[src/rtl/vol_pkg.sv]
`default_nettype none
// ============================================================================
//  Module      : vol_pkg
//  Description : Shared types and width helpers for the volatility estimator
//                (vol_est) and its sequential integer square-root engine.
//  Revision    : 1.0 - initial release
// ============================================================================
package vol_pkg;

    // Handshake/compute FSM states of vol_est
    typedef enum logic [1:0] {
        IDLE = 2'd0,
        SUB  = 2'd1,
        ROOT = 2'd2,
        DONE = 2'd3
    } vol_state_t;

    // Default price-sample width
    localparam int DEF_DATA_WIDTH = 8;

    // Variance / second-moment width
    function automatic int var_w(input int dw);
        return 2 * dw;
    endfunction

    // Partial remainder width: two guard bits keep the trial subtract exact
    function automatic int rem_w(input int dw);
        return dw + 2;
    endfunction

    // Iteration counter width (at least one bit)
    function automatic int cnt_w(input int dw);
        return (dw > 1) ? $clog2(dw) : 1;
    endfunction

endpackage : vol_pkg
`default_nettype wire

[src/rtl/isqrt_seq.sv]
`default_nettype none
// ============================================================================
//  Module      : isqrt_seq
//  Description : Restoring digit-by-digit integer square root. One result
//                bit per cycle, MSB first; DATA_WIDTH cycles per operation.
//                done pulses for one cycle once root/rem are final.
//  Revision    : 1.0 - initial release
// ============================================================================
module isqrt_seq
    import vol_pkg::*;
#(
    parameter  int DATA_WIDTH = DEF_DATA_WIDTH,
    localparam int VAR_W      = var_w(DATA_WIDTH),
    localparam int REM_W      = rem_w(DATA_WIDTH),
    localparam int CNT_W      = cnt_w(DATA_WIDTH)
) (
    input  logic                  clk,
    input  logic                  rst,
    input  logic                  start,
    input  logic [VAR_W-1:0]      radicand,
    output logic                  busy,
    output logic                  done,
    output logic [DATA_WIDTH-1:0] root,
    output logic [REM_W-1:0]      rem
);

    logic [VAR_W-1:0]      r_rad;
    logic [REM_W-1:0]      r_rem;
    logic [DATA_WIDTH-1:0] r_root;
    logic [CNT_W-1:0]      r_cnt;
    logic                  r_busy;
    logic                  r_done;

    logic [REM_W-1:0]      w_trial_rem;
    logic [REM_W-1:0]      w_trial_sub;
    logic [REM_W-1:0]      w_diff;
    logic                  w_fits;

    // Bring down the next two radicand bits and test (root<<2 | 1)
    assign w_trial_rem = {r_rem[REM_W-3:0], r_rad[VAR_W-1 -: 2]};
    assign w_trial_sub = {r_root, 2'b01};
    assign w_diff      = w_trial_rem - w_trial_sub;
    assign w_fits      = (w_trial_rem >= w_trial_sub);

    // Load on start, then resolve one root bit per cycle
    always_ff @(posedge clk or posedge rst) begin
        if (rst) begin
            r_rad  <= '0;
            r_rem  <= '0;
            r_root <= '0;
            r_cnt  <= '0;
            r_busy <= 1'b0;
            r_done <= 1'b0;
        end else begin
            r_done <= 1'b0;
            if (start) begin
                r_rad  <= radicand;
                r_rem  <= '0;
                r_root <= '0;
                r_cnt  <= CNT_W'(DATA_WIDTH - 1);
                r_busy <= 1'b1;
            end else if (r_busy) begin
                r_rad  <= {r_rad[VAR_W-3:0], 2'b00};
                r_rem  <= w_fits ? w_diff : w_trial_rem;
                r_root <= {r_root[DATA_WIDTH-2:0], w_fits};
                r_cnt  <= r_cnt - 1'b1;
                if (r_cnt == '0) begin
                    r_busy <= 1'b0;
                    r_done <= 1'b1;
                end
            end
        end
    end

    assign busy = r_busy;
    assign done = r_done;
    assign root = r_root;
    assign rem  = r_rem;

endmodule : isqrt_seq
`default_nettype wire

[src/rtl/vol_est.sv]
`default_nettype none
// ============================================================================
//  Module      : vol_est
//  Description : Volatility estimator. Takes windowed E[x] and E[x^2],
//                forms variance = E[x^2] - E[x]^2 (clamped at zero) and its
//                integer square root, with valid/ready on both sides.
//                Optional macro VOL_ROUND_EN: round std_out to nearest
//                (saturating) instead of flooring.
//  Revision    : 1.0 - initial release
// ============================================================================
module vol_est
    import vol_pkg::*;
#(
    parameter  int DATA_WIDTH = DEF_DATA_WIDTH,
    localparam int VAR_W      = var_w(DATA_WIDTH),
    localparam int REM_W      = rem_w(DATA_WIDTH)
) (
    input  logic                  clk,
    input  logic                  rst,
    input  logic [DATA_WIDTH-1:0] mean_in,
    input  logic [VAR_W-1:0]      sec_mom_in,
    input  logic                  in_valid,
    output logic                  in_ready,
    input  logic                  out_ready,
    output logic                  out_valid,
    output logic [VAR_W-1:0]      var_out,
    output logic [DATA_WIDTH-1:0] std_out
);

    vol_state_t            r_state;
    vol_state_t            w_state_next;

    logic [DATA_WIDTH-1:0] r_mean;
    logic [VAR_W-1:0]      r_sec;
    logic [VAR_W-1:0]      r_var;
    logic [DATA_WIDTH-1:0] r_std;

    logic [VAR_W-1:0]      w_sq;
    logic [VAR_W-1:0]      w_var;
    logic                  w_start;
    logic                  w_eng_busy;
    logic                  w_eng_done;
    logic [DATA_WIDTH-1:0] w_root;
    logic [REM_W-1:0]      w_rem;
    logic [DATA_WIDTH-1:0] w_std_next;

    // Clamp absorbs truncation in the upstream averages (E[x]^2 may exceed E[x^2])
    assign w_sq    = VAR_W'(r_mean) * VAR_W'(r_mean);
    assign w_var   = (r_sec >= w_sq) ? (r_sec - w_sq) : '0;
    assign w_start = (r_state == SUB);

`ifdef VOL_ROUND_EN
    // Round up when the leftover exceeds root; hold at full scale on overflow
    assign w_std_next = (w_rem > {2'b00, w_root})
                      ? ((w_root == '1) ? w_root : w_root + 1'b1)
                      : w_root;
    logic w_unused_busy;
    assign w_unused_busy = w_eng_busy;
`else
    assign w_std_next = w_root;
    logic w_unused_eng;
    assign w_unused_eng = w_eng_busy ^ (^w_rem);
`endif

    isqrt_seq #(
        .DATA_WIDTH (DATA_WIDTH)
    ) u_isqrt (
        .clk      (clk),
        .rst      (rst),
        .start    (w_start),
        .radicand (w_var),
        .busy     (w_eng_busy),
        .done     (w_eng_done),
        .root     (w_root),
        .rem      (w_rem)
    );

    // State register
    always_ff @(posedge clk or posedge rst) begin
        if (rst) begin
            r_state <= IDLE;
        end else begin
            r_state <= w_state_next;
        end
    end

    // Next-state and handshake outputs
    always_comb begin
        w_state_next = r_state;
        in_ready     = 1'b0;
        out_valid    = 1'b0;
        case (r_state)
            IDLE: begin
                in_ready = 1'b1;
                if (in_valid) begin
                    w_state_next = SUB;
                end
            end
            SUB: begin
                w_state_next = ROOT;
            end
            ROOT: begin
                if (w_eng_done) begin
                    w_state_next = DONE;
                end
            end
            DONE: begin
                out_valid = 1'b1;
                if (out_ready) begin
                    w_state_next = IDLE;
                end
            end
            default: begin
                w_state_next = IDLE;
            end
        endcase
    end

    // Operand capture, variance and final root registers
    always_ff @(posedge clk or posedge rst) begin
        if (rst) begin
            r_mean <= '0;
            r_sec  <= '0;
            r_var  <= '0;
            r_std  <= '0;
        end else begin
            if ((r_state == IDLE) && in_valid) begin
                r_mean <= mean_in;
                r_sec  <= sec_mom_in;
            end
            if (r_state == SUB) begin
                r_var <= w_var;
            end
            if ((r_state == ROOT) && w_eng_done) begin
                r_std <= w_std_next;
            end
        end
    end

    assign var_out = r_var;
    assign std_out = r_std;

endmodule : vol_est
`default_nettype wire

[config.mk]
export PLATFORM = sky130hd
export DESIGN_NAME = vol_est
export DESIGN_NICKNAME = d
export VERILOG_FILES = /design/src/rtl/vol_pkg.sv /design/src/rtl/isqrt_seq.sv /design/src/rtl/vol_est.sv
export SDC_FILE = /design/constraint.sdc
export NUM_CORES = 1
export LEC_CHECK = 0
export ABC_AREA = 0
export CORE_ASPECT_RATIO = 0.9
export CORE_UTILIZATION = 55
export DETAILED_ROUTE_END_ITERATION = 6
export PLACE_DENSITY = 0.87
export SETUP_SLACK_MARGIN = 0.3
export SYNTH_ARGS = -nofsm -noshare
export SYNTH_HDL_FRONTEND = slang
export SYNTH_HIERARCHICAL = 1
export SYNTH_SLANG_ARGS = --single-unit
[constraint.sdc]
create_clock -name clk -period 15.64 [get_ports clk]
set_input_delay 1.564 -clock clk [delete_from_list [all_inputs] [get_ports clk]]
set_output_delay 1.564 -clock clk [all_outputs]
set_load 0.03 [all_outputs]
==> impl_metrics.json <==
{
  "r2r_start": "r_mean[5]",
  "crit_type": "flip-flop to flip-flop",
  "maxCapViolCount": 0,
  "nets": 838,
  "crit_top_cell": "fa_1",
  "worst_slew_pin_slew_ns": 1.09,
  "grt_first_pass_wirelength_um": 24400,
  "finalHoldViolations": 0,
  "setup_viol": 0,
  "wl_met2_um": 7260,
  "wl_per_cell_um": 16.0,
  "wl_met1_um": 6120,
  "netlist_area_mm2": 0.00662,
  "slew_headroom_pct": 27.1,
  "diodes": 0,
  "clockBufferDepth": 2,
  "core_mm2": 0.0116,
  "yosysWarnings": 6,
  "antenna_found_initial": 0,
  "nFillCells": 902,
  "final_antenna_net_count": 0,
  "grt_pass1_vias": 5250,
  "synthToLayoutAreaGrowth_pct": 14.0,
  "cp_max_fo": 9,
  "vias": 5022,
  "hpwl_um": 10500,
  "initial_core_util_pct": 57.2,
  "cts_root_buf": "clkbuf_16",
  "cpMaxStageDelayCell": "a2111oi_0",
  "cts_hold_buf": 0,
  "grt_use_total_pct": 24.4,
  "cts_resized": 0,
  "avgSynthCellArea_um2": 9.72,
  "rrSetupSlack_ns": 9.25,
  "die_area_mm2": 0.0125,
  "finalCriticalPeriod_ns": 6.39,
  "fin_area_mm2": 0.00754,
  "grt_start_max_net_pins": 69,
  "io_buffers": 53,
  "period_share_pct": 40.9,
  "viasPerCell": 5.68,
  "fin_util_pct": 65.2,
  "drc": 0,
  "ioPinCount": 54,
  "cts_num_sinks": 87,
  "finalMaxSlewViolations": 0,
  "wl_um": 14200,
  "final_cell_mix": "86 x dfrtp_1, 80 x inv_1, 61 x ha_1",
  "cp_cell_sequence": "inv_1, nor2_1, fa_1, fa_1, inv_1, fa_1, fa_1, inv_1, ha_1, o211ai_1, a31oi_1, mux2i_1, a2111oi_0, ha_1, nand2_1, nor2_1, nand2_1, o211ai_1, nand2_1, o32ai_1",
  "clk-insertion-delay-late_ns": 0.36,
  "std_cell_rows": 37,
  "synth_nets": 796,
  "arrival_ns": 6.64,
  "skew_ns": 0.00786,
  "hp-start": "std_out[5]",
  "tns_ns": 0,
  "die_w_um": 118,
  "cts_buffers": 9,
  "overflow": 0,
  "whs_path_depth": 1,
  "rsz0062_at_grt": "false",
  "clkTransAtPathRegs_ns": 0.06,
  "top_layer": "met4",
  "wl_met3_um": 516,
  "drt_iter0_drc": 351,
  "post_cts_buffers": 0,
  "cpPeakStageDelay_ns": 0.62,
  "crit_path_end_kind": "flip-flop",
  "status": "finished clean",
  "routabilityCongestion": 0.902,
  "die_h_um": 106,
  "fmax_mhz": 156,
  "synthCells": 681,
  "reg2reg_depth": 20,
  "drive_gt1_share_pct": 10.3,
  "critPathRequiredTime_ns": 15.89,
  "h-tree-depth": 3,
  "cp-startpoint": "r_mean[5]",
  "hp-class": "flip-flop to flip-flop",
  "placed_area_mm2": 0.00722,
  "cts_tree": "done",
  "mostFrequentLayoutCell": "dfrtp_1",
  "start_kind": "flip-flop",
  "drtPass1Iterations": 4
}
-- area by class of cell --
class	instances	area, µm²	share of cell area (%)
Tap cell	156	195	2.59
Clock buffer	12	246	3.27
Timing Repair Buffer	55	546	7.23
Inverter	81	304	4.03
Multi-Input combinational cell	489	3990	53.0
Clock inverter	4	77.6	1.03
Sequential cell	87	2180	28.9
-- worst max-delay path: cells and delay by family (launching register included) --
kind	cells	cell delay [ns]
adders and majority gates	6	2.72
AOI/OAI and AO/OA	5	1.86
and+or+nand+nor	5	0.83
DFF	1	0.51
buffers and inverters	3	0.26
muxes	1	0.13
-- flip-flops by register name (all words and copies together), names as in the netlist --
signal         count
r_mean             8
u_isqrt/r_rad     16
var_out           16
std_out            8
u_isqrt/rem        8
r_state            2
r_sec             16
u_isqrt/r_cnt      3
u_isqrt/busy       1
u_isqrt/done       1
u_isqrt/root       8
-- worst paths after layout --
kind	to
min in group asynchronous	u_isqrt/root[2]
hold reg to reg	std_out[5]
hold / removal	std_out[5]
setup reg to reg	var_out[15]
max in group asynchronous	r_sec[2]
setup / recovery	var_out[15]
-- through the flow --
| step | std cells | worst slack [ns] | hold slack [ns] |
|---|---|---|---|
| CTS | 884 | 9.29 | 0.514 |
| floorplan | 681 | 10.08 | 0.479 |
| detailed placement | 868 | 9.34 | 0.499 |
| global route | 884 | 8.53 | 0.526 |
| finish | 884 | 9.25 | 0.510 |
| global placement | 868 | 9.58 | 0.487 |
-- routing by layer --
layer	GRT usage (%)	vias up
met5	0	-
met4	9.43	0
met3	4.72	24
met2	43.3	114
met1	29.3	2460
li1	-	2424
Power is not shown: default switching activity piles up to over one toggle a cycle in this logic, so the estimate is an artifact.
